`src/rtl/pipeline_ctrl_pkg.sv`:
```
// Shared encodings for the pipeline controller: p_ctrl words, forwarding selects, FSM states.
package pipeline_ctrl_pkg;

  typedef enum logic [1:0] {
    ST_INIT     = 2'd0,
    ST_RUN      = 2'd1,
    ST_MEM_WAIT = 2'd2
  } state_t;

  // p_ctrl: bit0 = hold, bit1 = bubble; 2'b11 is never driven
  localparam logic [1:0] P_RUN    = 2'b00;
  localparam logic [1:0] P_HOLD   = 2'b01;
  localparam logic [1:0] P_BUBBLE = 2'b10;

  localparam logic [1:0] FWD_RF  = 2'b00;
  localparam logic [1:0] FWD_MEM = 2'b01;
  localparam logic [1:0] FWD_WB  = 2'b10;

  // x0 never creates a dependency
  function automatic logic reg_hit(input logic [4:0] rd, input logic [4:0] rs);
    return (rd != 5'd0) && (rd == rs);
  endfunction

endpackage

```
`src/rtl/pipeline_ctrl_fwd_unit.sv`:
```
// EX operand forwarding select for one source register; MEM result beats WB result.
module fwd_unit
  import pipeline_ctrl_pkg::*;
(
  input  logic [4:0] ex_rs,
  input  logic [4:0] mem_rd,
  input  logic       mem_reg_write,
  input  logic [4:0] wb_rd,
  input  logic       wb_reg_write,
  output logic [1:0] sel
);

  always_comb begin
    sel = FWD_RF;
    if (mem_reg_write && reg_hit(mem_rd, ex_rs))
      sel = FWD_MEM;
    else if (wb_reg_write && reg_hit(wb_rd, ex_rs))
      sel = FWD_WB;
  end

endmodule

```
`src/rtl/pipeline_ctrl.sv`:
```
// Hazard/sequencing controller: post-reset flush, load-use interlock, redirect squash, dmem wait with timeout.
// Optional performance counters are built only when PIPE_PERF_CNT_EN is defined; otherwise they read 0.
module pipeline_ctrl
  import pipeline_ctrl_pkg::*;
#(
  parameter int XLEN        = 32,
  parameter int INIT_CYCLES = 4,
  parameter int MEM_TIMEOUT = 255
) (
  input  logic        clock,
  input  logic        reset,
  input  logic [4:0]  id_rs1,
  input  logic [4:0]  id_rs2,
  input  logic        id_rs1_used,
  input  logic        id_rs2_used,
  input  logic [4:0]  ex_rs1,
  input  logic [4:0]  ex_rs2,
  input  logic [4:0]  ex_rd,
  input  logic        ex_mem_read,
  input  logic        ex_redirect,
  input  logic [4:0]  mem_rd,
  input  logic        mem_reg_write,
  input  logic [4:0]  wb_rd,
  input  logic        wb_reg_write,
  input  logic        dmem_req,
  input  logic        dmem_ack,
  output logic        pc_hold,
  output logic [1:0]  if_id_ctrl,
  output logic [1:0]  id_ex_ctrl,
  output logic [1:0]  ex_mem_ctrl,
  output logic [1:0]  mem_wb_ctrl,
  output logic [1:0]  fwd_rs1_sel,
  output logic [1:0]  fwd_rs2_sel,
  output logic        mem_err,
  output logic [31:0] stall_cnt,
  output logic [31:0] flush_cnt
);

  if (XLEN < 1 || INIT_CYCLES < 1 || INIT_CYCLES > 15 ||
      MEM_TIMEOUT < 1 || MEM_TIMEOUT > 255) begin : g_param_chk
    $error("pipeline_ctrl: parameter out of range");
  end

  localparam logic [3:0] INIT_LOAD = 4'(INIT_CYCLES - 1);
  localparam logic [7:0] TMO       = 8'(MEM_TIMEOUT);
  localparam logic [7:0] TMO_M1    = 8'(MEM_TIMEOUT - 1);

  state_t     state, state_nxt;
  logic [3:0] init_cnt;
  logic [7:0] wait_cnt;
  logic       active, mem_stall, load_use, redirect_cyc;
  logic [1:0] fwd1, fwd2;

  assign active    = ~reset & (state != ST_INIT);
  assign mem_stall = dmem_req & ~dmem_ack;
  assign load_use  = ex_mem_read &
                     ((id_rs1_used & reg_hit(ex_rd, id_rs1)) |
                      (id_rs2_used & reg_hit(ex_rd, id_rs2)));

  always_comb begin
    pc_hold      = 1'b1;
    if_id_ctrl   = P_BUBBLE;
    id_ex_ctrl   = P_BUBBLE;
    ex_mem_ctrl  = P_BUBBLE;
    mem_wb_ctrl  = P_BUBBLE;
    redirect_cyc = 1'b0;
    if (active) begin
      pc_hold     = 1'b0;
      if_id_ctrl  = P_RUN;
      id_ex_ctrl  = P_RUN;
      ex_mem_ctrl = P_RUN;
      mem_wb_ctrl = P_RUN;
      // A memory stall freezes the upstream stages, so redirect/load-use inputs stay valid for later
      if (mem_stall) begin
        pc_hold     = 1'b1;
        if_id_ctrl  = P_HOLD;
        id_ex_ctrl  = P_HOLD;
        ex_mem_ctrl = P_HOLD;
        mem_wb_ctrl = P_BUBBLE;
      end else if (ex_redirect) begin
        redirect_cyc = 1'b1;
        if_id_ctrl   = P_BUBBLE;
        id_ex_ctrl   = P_BUBBLE;
      end else if (load_use) begin
        pc_hold    = 1'b1;
        if_id_ctrl = P_HOLD;
        id_ex_ctrl = P_BUBBLE;
      end
    end
  end

  always_comb begin
    state_nxt = state;
    case (state)
      ST_INIT:     if (init_cnt == 4'd0) state_nxt = ST_RUN;
      ST_RUN:      if (mem_stall) state_nxt = ST_MEM_WAIT;
      ST_MEM_WAIT: if (!mem_stall) state_nxt = ST_RUN;
      default:     state_nxt = ST_INIT;
    endcase
  end

  always_ff @(posedge clock) begin
    if (reset) begin
      state    <= ST_INIT;
      init_cnt <= INIT_LOAD;
      wait_cnt <= 8'd0;
      mem_err  <= 1'b0;
    end else begin
      state <= state_nxt;
      if (state == ST_INIT && init_cnt != 4'd0)
        init_cnt <= init_cnt - 4'd1;
      if (state == ST_RUN && mem_stall)
        wait_cnt <= 8'd0;
      else if (state == ST_MEM_WAIT && mem_stall && wait_cnt != TMO)
        wait_cnt <= wait_cnt + 8'd1;
      if (state == ST_MEM_WAIT && mem_stall && wait_cnt >= TMO_M1)
        mem_err <= 1'b1;
    end
  end

  fwd_unit u_fwd_rs1 (
    .ex_rs         (ex_rs1),
    .mem_rd        (mem_rd),
    .mem_reg_write (mem_reg_write),
    .wb_rd         (wb_rd),
    .wb_reg_write  (wb_reg_write),
    .sel           (fwd1)
  );

  fwd_unit u_fwd_rs2 (
    .ex_rs         (ex_rs2),
    .mem_rd        (mem_rd),
    .mem_reg_write (mem_reg_write),
    .wb_rd         (wb_rd),
    .wb_reg_write  (wb_reg_write),
    .sel           (fwd2)
  );

  assign fwd_rs1_sel = reset ? FWD_RF : fwd1;
  assign fwd_rs2_sel = reset ? FWD_RF : fwd2;

`ifdef PIPE_PERF_CNT_EN
  logic [31:0] stall_q, flush_q;

  always_ff @(posedge clock) begin
    if (reset) begin
      stall_q <= 32'd0;
      flush_q <= 32'd0;
    end else begin
      if (active && pc_hold) stall_q <= stall_q + 32'd1;
      if (redirect_cyc)      flush_q <= flush_q + 32'd1;
    end
  end

  assign stall_cnt = stall_q;
  assign flush_cnt = flush_q;
`else
  assign stall_cnt = 32'd0;
  assign flush_cnt = 32'd0;
`endif

endmodule

```
`config.mk`:
```
export PLATFORM = sky130hd
export DESIGN_NAME = pipeline_ctrl
export DESIGN_NICKNAME = d
export VERILOG_FILES = /design/src/rtl/pipeline_ctrl_pkg.sv /design/src/rtl/pipeline_ctrl_fwd_unit.sv /design/src/rtl/pipeline_ctrl.sv
export SDC_FILE = /design/constraint.sdc
export NUM_CORES = 1
export LEC_CHECK = 0
export CAP_MARGIN = 20
export CORE_ASPECT_RATIO = 0.75
export CORE_MARGIN = 2
export CORE_UTILIZATION = 32
export CTS_CLUSTER_DIAMETER = 80
export DETAILED_ROUTE_END_ITERATION = 7
export PLACE_DENSITY = 0.78
export SETUP_SLACK_MARGIN = 0.5
export SYNTH_ARGS = -nofsm -noshare
export SYNTH_HDL_FRONTEND = slang
export SYNTH_SLANG_ARGS = --single-unit
```
`constraint.sdc`:
```
create_clock -name clock -period 1.5 [get_ports clock]
set_input_delay 0.15 -clock clock [delete_from_list [all_inputs] [get_ports clock]]
set_output_delay 0.15 -clock clock [all_outputs]
set_load 0.005 [all_outputs]
```
; ---- Word-level counts from Yosys, hierarchy flattened
; Index checks and enable logic that the tools add are counted.
[op_classes]
addsub = 2
n_lt_le_gt_ge = 1
n_eq_ne = 12
n_mux = 26
bitwise = 8
reduce_logical = 24
[op_table]
columns = operator, count
row1 = 2-bit two-way mux, 19
row2 = 5-bit equality test, 6
row3 = 1-bit logical AND, 15
row4 = 5-bit nonzero test, 3
row5 = "8-bit by 1-bit adder with 8-bit output, second input constant", 1
row6 = "8-bit greater-or-equal comparator, second input constant", 1
row7 = "8-bit != test, second input constant", 1
row8 = 1-bit two-way mux, 6
row9 = "2-bit != test, second input constant", 3
row10 = 2-bit case mux with 3 select lines, 1
row11 = 1-bit bitwise AND, 5
row12 = 4-bit logical NOT, 1
row13 = 4-bit nonzero test, 1
row14 = "4-bit by 1-bit subtractor with 4-bit output, second input constant", 1
row15 = 3-bit AND reduction, 1
row16 = "2-bit by 1-bit equality test with 1-bit output, second input constant", 1
row17 = "2-bit equality test, second input constant", 1
row18 = 2-bit logical NOT, 1
row19 = 1-bit NOT, 2
row20 = 2-bit nonzero test, 1
row21 = 2-bit OR reduction, 1
row22 = 1-bit OR, 1
[word_totals]
ff_bits = 15
in_bits = 45
out_inout_bits = 78
word_cells = 77

; ---- Longest topological paths before layout
[depth]
ltp_word = 9
ltp_mapped = 6
mapped_depth_nobuf = 6

; ---- Modules after synthesis
; From an unflattened synthesis, not the netlist that was laid out.
[unflattened]
hier_cells = 220
area_unflattened_um2 = 1757.9
[modules_own_cells]
columns = mod, n_inst, cells_each, area_each_um2, seq_area_each_um2
row1 = pipeline_ctrl, 1, 180, 1455.1, 300.3
row2 = fwd_unit, 2, 20, 151.4, 0.0

; ---- Worst setup path after synthesis
; No wires, ideal clock.
[synth_timing]
kind = flip-flop to output port
start = register state[1]
end = output port if_id_ctrl[0]
arrival_time_ns = 1.228
required_time_ns = 1.350
setup_slack_ns = 0.122
path_stages_with_launch = 6
path_buffers = 0
path_cell_list = dfxtp_1 -> nor2_1 -> nor2_1 -> inv_1 -> or3_1 -> o21ai_0
[synth_via]
elab_chain_cells = 3
[synth_lines]
columns = element, line_no
row1 = from (decl), pipeline_ctrl.sv:48  ; state_t state, state_nxt;
row2 = from (signal assigned), pipeline_ctrl.sv:109  ; state <= state_nxt;
row3 = 2-bit nonzero test, pipeline_ctrl.sv:54  ; assign active = ~reset & (state != ST_INIT);
row4 = 1-bit bitwise AND, pipeline_ctrl.sv:54
row5 = 2-bit two-way mux, pipeline_ctrl.sv:67  ; if (active) begin
row6 = to (decl), pipeline_ctrl.sv:28  ; output logic [1:0] if_id_ctrl,
; No other way between the ends.

; ---- Worst setup path after layout
; Ends and elaborated chain as after synthesis.

==> impl_results.rst <==
.. list-table::
   :header-rows: 1

   * - Metric
     - Value
   * - Crit path cell chain
     - nor2_4 > nor2_4 > inv_2 > or3_4 > o21ai_2 > buf_2
   * - Gate Count Post-Synth
     - 214
   * - Clock Sinks
     - 15
   * - Number of pins with negative max-slew slack in the final report
     - 0
   * - Core box area
     - 0.00527 mm²
   * - Crit-path slowest cell
     - dfxtp_4
   * - Internal Power
     - 1.15 mW
   * - Most instantiated flip-flop cell in the synthesis netlist
     - dfxtp_1
   * - Share of synthesized area occupied by flip-flops and latches
     - 17.5%
   * - HPWL after DPL
     - 3370 µm
   * - Worst path setup slack after routing
     - -0.0936 ns
   * - Number of diodes added for antenna fixing
     - 0
   * - Cell at the root of the clock tree
     - clkbuf_8
   * - RSZ-0062 raised after global routing
     - true
   * - Total iterations of the first detailed-routing run
     - 4
   * - Post-synthesis cell type count
     - 43
   * - Portion of total power attributed to sequential cells
     - 27.9%
   * - Largest stage delay, worst path
     - 0.36 ns
   * - DP Area
     - 0.00246 mm²
   * - Count of synthesis-stage warnings from yosys
     - 0
   * - Syn Std Cell Area
     - 0.00172 mm²
   * - Pwr per Cell Area
     - 603 mW/mm²
   * - Final period utilization
     - 106%
   * - Worst Setup Path Type
     - reg -> out
   * - Min Clock Period, post-route
     - 1.59 ns
   * - Cell leakage power
     - 1.29 nW
   * - Clock tree from TritonCTS
     - yes
   * - Number of DRC violations after detailed-routing iteration 0
     - 49
   * - Critical path peak fanout
     - 2
   * - Total Wirelength
     - 5120 µm
   * - Clock buffers created by TritonCTS
     - 3
   * - Launch point of the worst reg-to-reg path
     - state[1]
   * - Max Cap Viol
     - 0
   * - Number of enable flip-flop cells after synthesis
     - 0
   * - Number of global-route vias before repair
     - 1521
   * - Via count normalized by instance count
     - 4.19
   * - CP startpoint
     - state[1]
   * - Share of post-route cells with drive strength above 1
     - 47.1%
   * - Fmax achieved
     - 628 MHz
   * - Crit path required time
     - 1.35 ns
   * - Clock insertion delay at the later pin of the skew report
     - 0.25 ns
   * - Remaining antenna violation count
     - 0
   * - Final setup violation count
     - 9
   * - Share of flip-flops with an asynchronous set or reset after synthesis
     - 0%
   * - Startpoint Class
     - register
   * - Place WS
     - -0.865 ns
   * - Synthesized area per cell
     - 8.03 µm²
   * - Worst IR Drop VDD
     - 0.312 mV
   * - Hold Vio Cnt, Final
     - 0
   * - Sum of internal, switching and leakage power
     - 1.73 mW
   * - Clock Power Share
     - 19.2%
   * - Worst Skew
     - 0.0109 ns
   * - Overall global routing resource usage
     - 14.6%
   * - Setup TNS after final layout
     - -0.448 ns
   * - Comb power frac
     - 52.9%
   * - Number of DRC violations after detailed routing
     - 0
   * - Vertical die dimension
     - 67.5 µm
   * - Boundary Pins
     - 123
   * - WL per Instance
     - 12.7 µm
   * - CP most frequent cell
     - nor2_4
   * - Starting Density
     - 32.6%
   * - Number of antenna violations at the first check in global routing
     - 0
   * - Maximum number of pins on one net before global-route repair
     - 10
   * - Result of the run
     - complete, but fails checks
   * - Non-Filler Cell Area, Final
     - 0.00288 mm²
   * - Global-route wire length before repair
     - 6890 µm
   * - Die extent in x
     - 88.6 µm
   * - GPL Wtd Cong
     - 0.792
   * - Clk buf depth
     - 2
   * - Register bit count reported by yosys
     - 15
   * - Maximum level of the CTS H-tree
     - 1
   * - Switching Power
     - 583 µW
   * - Failing checks
     - setup timing
   * - Hold slack final
     - 0.378 ns
   * - Count of nets after finishing
     - 376
   * - IO buf count
     - 57
   * - Clock-pin slew on the worst setup and hold paths
     - 0.07 ns
   * - Total instance count after detailed placement
     - 374
   * - Critical path capture point type
     - output port
   * - Number of vias after detailed routing
     - 1683
   * - Most used cells in the layout excluding fill and tap cells
     - conb_1 (65), buf_6 (34), buf_4 (28)
   * - Most common cell after layout, fill and taps aside
     - conb_1
   * - Data arrival time of the critical path
     - 1.44 ns
   * - Cell Count, Final, Fillers Out
     - 402
   * - Worst min-delay path class
     - in -> reg
   * - Hold_sp
     - reset
   * - Total Die Area
     - 0.00598 mm²
   * - Switch share
     - 33.6%
   * - Utilization after layout
     - 54.6%
   * - Total congestion overflow
     - 0
   * - Number of rows created at floorplan
     - 23
   * - Synth-to-layout area growth
     - 67.3%
## metal layers
layer	GRT usage, %	vias up	routed length, µm
li1	-	820	-
met4	2.65	0	21
met1	17.4	799	1960
met2	27.1	59	2880
met5	0	-	0
met3	3.06	5	263
## sequential cells by signal, summed over array words and instances, names as in the netlist
signal,flops
mem_err,1
state,2
wait_cnt,8
init_cnt,4
## path summary, 6_finish.rpt
check | to | slack [ns] | cells past startpoint
setup / recovery | if_id_ctrl[0] | -0.09 | 6
hold / removal | state[0] | 0.38 | 4
setup reg to reg | wait_cnt[6] | -0.06 | 7
hold reg to reg | mem_err | 0.50 | 2
## logic make-up after synthesis
group           synth area share (%)
other cells                    0.218
fa+ha+maj                       2.77
mux                            0.582
simple gates                    18.8
compound gates                  11.0
flops                           17.5
buf+inv                         30.8
xor+xnor                        18.3
## power by group through the flow
stage / Combinational, mW / Clock (mW) / Sequential [mW]
global placement: 0.633 / 0 / 0.485
detailed placement: 0.660 / 0 / 0.486
CTS: 0.823 / 0.336 / 0.485
floorplan: 0.462 / 0 / 0.487
global route: 0.994 / 0.364 / 0.490
finish: 0.916 / 0.333 / 0.484
## worst max-delay path, delay by kind of cell, from the launching register on
kind / cells / cell delay (ns)
flops: 1 / 0.36
compound gates: 1 / 0.15
buf+inv: 2 / 0.20
simple gates: 3 / 0.48
## area by class of cell
cell class                      instances  area, µm²
Clock buffer                            4       45.0
Fill cell                             464       2390
Inverter                                8       32.5
Multi-Input combinational cell        188       1450
Sequential cell                        15        310
Tap cell                               75       93.8
Timing Repair Buffer                  112        945
## cells in the mapped netlist, drive strengths merged (2+ instances only)
master / count / area, µm²
xnor2: 15 / 131
a21oi: 7 / 35.0
xor2: 21 / 184
dfxtp: 15 / 300
or4: 5 / 37.5
nand2: 9 / 33.8
o21ai: 5 / 28.8
or3: 2 / 12.5
a211oi: 2 / 15.0
nand3: 3 / 15.0
nor3: 4 / 20.0
nand4: 2 / 12.5
buf: 66 / 495
nor4: 6 / 50.0
ha: 3 / 37.5
inv: 8 / 30.0
nor2b: 2 / 12.5
nor2: 15 / 56.3
o311ai: 2 / 17.5
nand2b: 2 / 12.5
a21boi: 2 / 15.0
## repair_timing
| action | 4_1_cts | 5_1_grt |
|---|---|---|
| hold buffers | 0 | 0 |
| gates resized for setup | 178 | 51 |
| setup buffers | 17 | 7 |
| setup endpoints to repair | 28 | 28 |
| cloned | 0 | 0 |
| pin swaps | 41 | 16 |
Note: power is estimated with default switching activity, not from simulation.
